File: src/rtl/ins_fetch.sv
// Instruction fetch unit: owns the fetch PC, drives the instruction memory
// req/ack handshake and holds prefetched {addr, instr} pairs for the IR.
module ins_fetch #(
    parameter int AW    = 8,
    parameter int DW    = 8,
    parameter int DEPTH = 2
) (
    input  logic          clk,
    input  logic          rst_n,
    output logic          mem_req,
    output logic [AW-1:0] mem_addr,
    input  logic          mem_ack,
    input  logic [DW-1:0] mem_data,
    output logic [DW-1:0] INS_BUS,
    output logic [AW-1:0] ins_addr,
    output logic          ins_valid,
    input  logic          ir_load,
    input  logic          jump,
    input  logic [AW-1:0] jump_addr,
    input  logic          halt
);

    localparam int PW = $clog2(DEPTH);
    localparam int CW = PW + 1;

    localparam logic [1:0] S_IDLE = 2'd0;
    localparam logic [1:0] S_REQ  = 2'd1;
    localparam logic [1:0] S_DROP = 2'd2;

    logic [1:0]    r_state;
    logic [1:0]    w_state_nxt;
    logic [AW-1:0] r_pc;
    logic [AW-1:0] w_pc_nxt;
    logic          r_mem_req;
    logic [AW-1:0] r_mem_addr;

    logic [AW-1:0] r_fa [DEPTH];
    logic [DW-1:0] r_fd [DEPTH];
    logic [PW-1:0] r_rd;
    logic [PW-1:0] r_wr;
    logic [CW-1:0] r_count;
    logic [CW-1:0] w_count_nxt;

    logic w_ack;
    logic w_push;
    logic w_pop;
    logic w_can_req;
    logic w_load_addr;

    assign ins_valid = (r_count != '0);
    assign INS_BUS   = ins_valid ? r_fd[r_rd] : '0;
    assign ins_addr  = ins_valid ? r_fa[r_rd] : '0;
    assign mem_req   = r_mem_req;
    assign mem_addr  = r_mem_addr;

    // An ack only counts while a request is on the bus; a jump discards it.
    assign w_ack  = mem_ack && (r_state != S_IDLE);
    assign w_push = w_ack && (r_state == S_REQ) && !jump;
    assign w_pop  = ir_load && ins_valid && !jump;

    always_comb begin
        w_count_nxt = r_count;
        if (jump) begin
            w_count_nxt = '0;
        end else begin
            w_count_nxt = r_count + CW'(w_push) - CW'(w_pop);
        end
    end

    always_comb begin
        w_pc_nxt = r_pc;
        if (jump) begin
            w_pc_nxt = jump_addr;
        end else if (w_push) begin
            w_pc_nxt = r_pc + AW'(1);
        end
    end

    assign w_can_req = !halt && (w_count_nxt < CW'(DEPTH));

    always_comb begin
        w_state_nxt = r_state;
        case (r_state)
            S_IDLE: begin
                if (w_can_req) begin
                    w_state_nxt = S_REQ;
                end
            end
            S_REQ: begin
                if (w_ack) begin
                    w_state_nxt = w_can_req ? S_REQ : S_IDLE;
                end else if (jump) begin
                    w_state_nxt = S_DROP;
                end
            end
            S_DROP: begin
                if (w_ack) begin
                    w_state_nxt = w_can_req ? S_REQ : S_IDLE;
                end
            end
            default: w_state_nxt = S_IDLE;
        endcase
    end

    // A new address is launched only when a fresh handshake starts.
    assign w_load_addr = ((r_state == S_IDLE) || w_ack)
                       && (w_state_nxt == S_REQ);

    always_ff @(posedge clk or negedge rst_n) begin
        if (!rst_n) begin
            r_state    <= S_IDLE;
            r_pc       <= '0;
            r_mem_req  <= 1'b0;
            r_mem_addr <= '0;
        end else begin
            r_state   <= w_state_nxt;
            r_pc      <= w_pc_nxt;
            r_mem_req <= (w_state_nxt != S_IDLE);
            if (w_load_addr) begin
                r_mem_addr <= w_pc_nxt;
            end
        end
    end

    always_ff @(posedge clk or negedge rst_n) begin
        if (!rst_n) begin
            r_rd    <= '0;
            r_wr    <= '0;
            r_count <= '0;
            for (int i = 0; i < DEPTH; i++) begin
                r_fa[i] <= '0;
                r_fd[i] <= '0;
            end
        end else begin
            r_count <= w_count_nxt;
            if (jump) begin
                r_rd <= '0;
                r_wr <= '0;
            end else begin
                if (w_push) begin
                    r_fa[r_wr] <= r_pc;
                    r_fd[r_wr] <= mem_data;
                    r_wr       <= r_wr + PW'(1);
                end
                if (w_pop) begin
                    r_rd <= r_rd + PW'(1);
                end
            end
        end
    end

endmodule

File: config.mk
export PLATFORM = sky130hd
export DESIGN_NAME = ins_fetch
export DESIGN_NICKNAME = d
export VERILOG_FILES = /design/src/rtl/ins_fetch.sv
export SDC_FILE = /design/constraint.sdc
export NUM_CORES = 1
export LEC_CHECK = 0
export ABC_CLOCK_PERIOD_IN_PS = 3500
export CORE_AREA = 2 2 100 102
export DETAILED_ROUTE_END_ITERATION = 10
export DIE_AREA = 0 0 102 104
export PLACE_DENSITY_LB_ADDON = 0.12
export SYNTH_ARGS = -nofsm -noshare
export SYNTH_HDL_FRONTEND = slang
export SYNTH_SLANG_ARGS = --single-unit
File: constraint.sdc
create_clock -name clk -period 3.5 [get_ports clk]
set_input_delay 0.525 -clock clk [delete_from_list [all_inputs] [get_ports clk]]
set_output_delay 0.525 -clock clk [all_outputs]
set_load 0.01 [all_outputs]
After elaboration in Yosys (flattened, before gate mapping)
Cells that the tools add are included.
{"block": "classes", "n_bitwise": 3, "order_cmp": 4, "n_eq_ne": 3, "n_addsub": 5, "n_mux": 25, "n_reduce_logical": 18}
{"op": "$mux 8", "n": 11}
{"op": "$bwmux 16", "n": 2}
{"op": "$mux 2", "n": 5}
{"op": "$reduce_bool 2->1", "n": 5}
{"op": "$add 8x1->8 const B", "n": 1}
{"op": "$demux 8 s1", "n": 1}
{"op": "$logic_and 1x1->1", "n": 8}
{"op": "$pmux 2 s3", "n": 1}
{"op": "$mux 1", "n": 5}
{"op": "$eq 2x1->1 const B", "n": 2}
{"op": "$ge 2x2->1 const B", "n": 2}
{"op": "$not 1->2", "n": 2}
{"op": "$add 1x1->1 const B", "n": 2}
{"op": "$add 2x1->2", "n": 1}
{"op": "$eq 2x2->1 const B", "n": 1}
{"op": "$logic_not 1->1", "n": 2}
{"op": "$logic_not 2->1", "n": 1}
{"op": "$lt 2x1->1 const B", "n": 1}
{"op": "$lt 2x2->1 const B", "n": 1}
{"op": "$reduce_and 2->1", "n": 1}
{"op": "$sub 2x1->2", "n": 1}
{"op": "$logic_or 1x1->1", "n": 1}
{"op": "$not 1->1", "n": 1}
{"block": "word_totals", "in_bits": 22, "output_inout_bits": 26, "ff_bits": 55}

Longest topological paths before layout
{"block": "depth", "word_depth": 14, "ltp_mapped": 11}

Least setup slack after synthesis
Ideal clock, no wire load.
{"block": "synth_timing", "path_kind": "reg-to-reg", "from": "register r_state[1]", "to": "register r_mem_addr[0], in the netlist mem_addr[0]", "period_less_slack_ns": 2.526, "arrival_ns": 2.402, "path_buffers": 0, "path_stages_with_launch": 11, "setup_ns": 0.125, "required_time_ns": 3.375, "path_slack_ns": 0.974, "path_cell_list": "dfrtp_1 > nand3b_2 > nor2_1 > inv_1 > ha_1 > inv_1 > ha_1 > xnor3_1 > nor2_1 > nor3_4 > mux2_2"}
{"block": "synth_between", "elab_chain_len": 14}
{"element": "start: declaration", "line_no": "30", "source": "logic [1:0] r_state;"}
{"element": "start signal: assignment", "line_no": "116", "source": "r_state <= w_state_nxt;"}
{"element": "$reduce_bool 2->1", "line_no": "57", "source": "assign w_ack = mem_ack && (r_state != S_IDLE);"}
{"element": "$logic_and 1x1->1", "line_no": "57"}
{"element": "$logic_and 1x1->1 (*) (2 in a row)", "line_no": "58", "source": "assign w_push = w_ack && (r_state == S_REQ) && !jump;"}
{"element": "$add 2x1->2 (*)", "line_no": "66", "source": "w_count_nxt = r_count + CW'(w_push) - CW'(w_pop);"}
{"element": "$sub 2x1->2 (*)", "line_no": "66"}
{"element": "$mux 2 (*)", "line_no": "63", "source": "if (jump) begin"}
{"element": "via w_count_nxt[1]", "line_no": "42", "source": "logic [CW-1:0] w_count_nxt;"}
{"element": "$lt 2x2->1 (*)", "line_no": "79", "source": "assign w_can_req = !halt && (w_count_nxt < CW'(DEPTH));"}
{"element": "$logic_and 1x1->1 (*)", "line_no": "79"}
{"element": "$mux 1", "line_no": "91, 98"}
{"element": "$mux 2 (on tied branches)", "line_no": "97, 90"}
{"element": "$pmux 2 s3 (*)", "line_no": "83", "source": "case (r_state)"}
{"element": "$eq 2x1->1 (*)", "line_no": "107", "source": "&& (w_state_nxt == S_REQ);"}
{"element": "$logic_and 1x1->1 (*)", "line_no": "107"}
{"element": "end signal: assignment", "line_no": "120", "source": "r_mem_addr <= w_pc_nxt;"}
{"element": "end: declaration", "line_no": "35", "source": "logic [AW-1:0] r_mem_addr;"}
Mark *: on every way through the listed nets, which the timed path passes. The rest lies on a longest branch.
A chain may end at the register's enable or synchronous reset.

Worst setup path in the final report
{"block": "layout_timing", "from": "input port mem_ack", "to": "register r_mem_addr[6], in the netlist mem_addr[6]"}
{"block": "layout_between", "elab_chain_len": 13}
{"element": "start: declaration", "line_no": "12", "source": "input logic mem_ack,"}
{"element": "$logic_and 1x1->1 (*)", "line_no": "57"}
{"element": "$logic_and 1x1->1 (*) (2 in a row)", "line_no": "58"}
{"element": "$add 2x1->2 (*)", "line_no": "66"}
{"element": "$sub 2x1->2 (*)", "line_no": "66"}
{"element": "$mux 2 (*)", "line_no": "63"}
{"element": "via w_count_nxt[1]", "line_no": "42"}
{"element": "$lt 2x2->1 (*)", "line_no": "79"}
{"element": "$logic_and 1x1->1 (*)", "line_no": "79"}
{"element": "$mux 1", "line_no": "91, 98"}
{"element": "$mux 2 (on tied branches)", "line_no": "97, 90"}
{"element": "$pmux 2 s3 (*)", "line_no": "83"}
{"element": "$eq 2x1->1 (*)", "line_no": "107"}
{"element": "$logic_and 1x1->1 (*)", "line_no": "107"}
Marks and branches as above.

==> results <==
- The placeable core region is 9550 um2.
- The final-layout worst hold slack is 290 ps.
- In this run the tool buffered the top-level ports with 47 buffer cells.
- Sequential elements use 54.2% of the synthesized area.
- The area of the die is 10600 um2.
- For this run, asynchronously set or reset flops after synthesis account for 100%.
- In this run the number of H-tree levels came out at 2.
- The most frequently used flop master after synthesis is sky130_fd_sc_hd__dfrtp_1.
- The worst register-to-register path has a setup slack of 810 ps.
- Measured along the y axis, the die boundary spans 104 um.
- The number of nets in the final layout is 281.
- The clock net in this run drives a total of 55 sinks.
- Entering global routing, the biggest net connects 36 pins.
- The worst vdd rail ir drop is 0.244 mV.
- Registers take 1380 um2.
- In this run the tightest slew margin relative to its limit is 46.1%.
- The clock buffer count from CTS is 5.
- Max-cap violations in this run came to 0.
- The number of rows in the core area is 36.
- For this run, the top clock speed supported by timing is 0.360 GHz.
- The routed design could run at a clock period as short as 2780 ps.
- The first routing iteration left 99 violations.
- The number of global-route vias before repair is 1779.
- Summing over every cut layer, the via total after detailed routing is 1661.
- In this run the horizontal extent of the chip is 102 um.
- Signal routing reaches up to met4.
- The final-layout setup total negative slack is 0 ps.
- The count of unresolved DRC violations after routing is 0.
- The end of the worst register-to-register path is mem_addr[6].
- Of the cells placed in the final design, the portion with a size suffix greater than 1 is 24.1%.
- The path class of the lowest-slack min-delay path is input pin to asynchronous set/reset pin.
- The worst register-to-register path begins at r_state[1].
- Wires add up to 5380 um.
- The routed design uses 2360 um of met2 wire.
- The required time of the critical path is 3700 ps.
- The number of max-slew violations in the final report came to 0.
- The multi-input combinational cells in the finished layout cover a total of 1110 um2.
- The worst setup path is captured at a flip-flop.
- Counting the fill cells in the layout gives 997.
- On the worst path, the slowest cell contributes a delay of 500 ps.
- The number of warnings reported in the yosys synthesis log is 0.
- The synthesis-to-layout area growth is 30.4%.
- After detailed routing, the number of vias per cell comes to 4.26.
- The mean post-synth cell area is 12.6 um2.
- The worst clock skew is 3.86 ps.
- The netlist area before placement is 2540 um2.
- The count of inserted antenna diode cells is 0.
- The number of synthesized flops with an enable pin is 0.
- Setup repair after global routing left no endpoint under its margin.
- The number of nets handed over by synthesis was 226.
- The transition time at the pin with the least slew margin is 808 ps.
- In this run, distinct cell masters in the synthesized netlist total 35.
- The initial antenna violation count is 0.
- The routed wirelength normalized by instance count is 13.8 um.
- The tree is rooted in a sky130_fd_sc_hd__clkbuf_8.
- The library cell used most frequently in the layout, excluding fill and tap cells, is sky130_fd_sc_hd__dfrtp_1.
- The count of hold buffers inserted by post-cts repair is 0.
- The clock-pin transition on the worst setup and hold timing paths is 100 ps.
- In this run the worst path has a maximum fanout of 10.
- Dividing total power by cell area gives a power density of 598 nW/um2.
- The critical path goes through clkdlybuf4s50_1, nand3b_2, nor2_1, inv_1, ha_1, inv_1, ha_1, xnor3_1, nor2_1, nor3_4, buf_4, mux2_1.
- The first global-routing pass estimated 9120 um of wire.
- The critical-path cell with the highest stage delay is sky130_fd_sc_hd__clkdlybuf4s50_1.
- The flow ran to the end, and the final reports show no timing, DRC or antenna violations.
- The final hold violation count was 0.
- The initial utilization of the core area, before any placement, comes to 26.6%.
- The number of gates resized after cts is 0.
- In the layout the commonest cells are 55 x sky130_fd_sc_hd__dfrtp_1, 46 x sky130_fd_sc_hd__clkdlybuf4s50_1, 38 x sky130_fd_sc_hd__mux2_2.
- The longest clock path from root to sink contains 2 buffers.
- 48 I/O pins were placed.
- The gate count after technology mapping is 201.
- Once detail routing completed, the nets flagged for antenna violations numbered 0.
- STA classifies the critical path startpoint as an input pin.
- Summed over all layers, the global routing overflow is 0.
- The sum of net half-perimeters after detailed placement is 3720 um.
- Routability-driven placement finished with a final weighted congestion of 0.710.
- The part of the cycle the worst path needs is 79.3%.
- The post-route met1 wirelength is 2640 um.
- TritonCTS built the clock tree.
- At the later pin of the worst-skew pair, clock insertion delay measures 310 ps.
- The leakage power is 0.00138 uW.
- After clock tree synthesis, the setup repair step added 0 buffers.
- The routed length on met3 is 315 um.
- Setup violations remaining at the end of the flow were counted as 0.
- The data arrival at the endpoint of the critical path is 2980 ps.
- The first-pass detailed-route iteration total is 2.
- The critical path class is input pin to flip-flop.
- The synthesized design contains 55 register bits.
- Global routing used 11.1% of the available tracks across all layers.
- Counting cells, the worst reg-to-reg path comes to 11.
==> registers in the layout, indices dropped and copies added, names as in the netlist <==
| register | flops |
|---|---|
| r_state | 2 |
| mem_req | 1 |
| r_fa | 16 |
| r_wr | 1 |
| r_count | 2 |
| r_pc | 8 |
| mem_addr | 8 |
| r_fd | 16 |
| r_rd | 1 |
==> area by class of cell <==
cell class                      instances  share of cell area, %
Sequential cell                        55                   41.6
Clock inverter                          3                   1.32
Inverter                                6                  0.681
Tap cell                              133                   5.03
Multi-Input combinational cell        133                   33.4
Timing Repair Buffer                   55                   15.9
Clock buffer                            5                   2.08
==> report_power, final <==
group          internal (uW)  switching [uW]  total, uW
combinational            358             220        579
clock                    214             218        432
sequential               842             125        967
==> Yosys cell counts, types with 2 or more instances <==
| cell type | number | area share (%) |
|---|---|---|
| sky130_fd_sc_hd__or4_1 | 3 | 0.89 |
| sky130_fd_sc_hd__a31oi_1 | 3 | 0.74 |
| sky130_fd_sc_hd__nand2_1 | 8 | 1.2 |
| sky130_fd_sc_hd__nand4_1 | 2 | 0.49 |
| sky130_fd_sc_hd__xor2_1 | 5 | 1.7 |
| sky130_fd_sc_hd__buf_2 | 3 | 0.59 |
| sky130_fd_sc_hd__or3_1 | 2 | 0.49 |
| sky130_fd_sc_hd__clkbuf_1 | 3 | 0.44 |
| sky130_fd_sc_hd__o21ai_0 | 6 | 1.2 |
| sky130_fd_sc_hd__nor2_1 | 26 | 3.8 |
| sky130_fd_sc_hd__nand3_1 | 2 | 0.39 |
| sky130_fd_sc_hd__ha_1 | 3 | 1.5 |
| sky130_fd_sc_hd__inv_1 | 4 | 0.59 |
| sky130_fd_sc_hd__mux2_2 | 38 | 17 |
| sky130_fd_sc_hd__mux2_1 | 2 | 0.89 |
| sky130_fd_sc_hd__o31ai_1 | 2 | 0.59 |
| sky130_fd_sc_hd__dfrtp_1 | 55 | 54 |
| sky130_fd_sc_hd__mux2i_1 | 17 | 6.7 |
==> metal layers <==
metal	GRT usage, %	vias to the layer above
met5	0	-
met4	2.86	0
met3	2.96	7
met2	16.7	42
met1	15.7	787
li1	-	825
==> cells by family after synthesis <==
| kind of cell | synth area share [%] |
|---|---|
| AOI/OAI and AO/OA | 4.19 |
| DFF | 54.2 |
| adders and majority gates | 1.92 |
| muxes | 24.4 |
| buffers and inverters | 2.22 |
| and+or+nand+nor | 10.4 |
| xor gates and xnor gates | 2.61 |
==> worst max-delay path: cells and delay by family <==
family	cells	cell delay [ps]
buffers and inverters	4	800
multiplexers	1	310
XOR/XNOR	1	320
adder cells (fa/ha/maj)	2	450
AND/OR/NAND/NOR	4	570
==> worst max-delay path by stage <==
| stage | cells past startpoint | endpoint | slack (ps) | startpoint |
|---|---|---|---|---|
| 3_3_place_gp | 12 | mem_addr[5] | 390 | mem_ack |
| 3_5_place_dp | 12 | mem_addr[6] | 360 | mem_ack |
| 6_report | 12 | mem_addr[6] | 720 | mem_ack |
| 4_1_cts | 12 | mem_addr[6] | 710 | mem_ack |
| 2_1_floorplan | 10 | mem_addr[0] | 970 | r_state[1] |
| 5_1_grt | 12 | mem_addr[6] | 540 | mem_ack |
==> stage by stage <==
stage | util [%] | power [uW] | std cells | cell area [um2] | setup slack [ps]
6_report | 34.7 | 1980 | 390 | 3310 | 723
5_1_grt | 34.7 | 2120 | 390 | 3310 | 539
4_1_cts | 34.7 | 2020 | 390 | 3310 | 707
3_5_place_dp | 33.5 | 1570 | 382 | 3200 | 362
3_3_place_gp | 33.5 | 1560 | 382 | 3200 | 386
2_1_floorplan | - | 1310 | 201 | 2540 | 974
No activity file was read; power rests on OpenSTA's default activity.
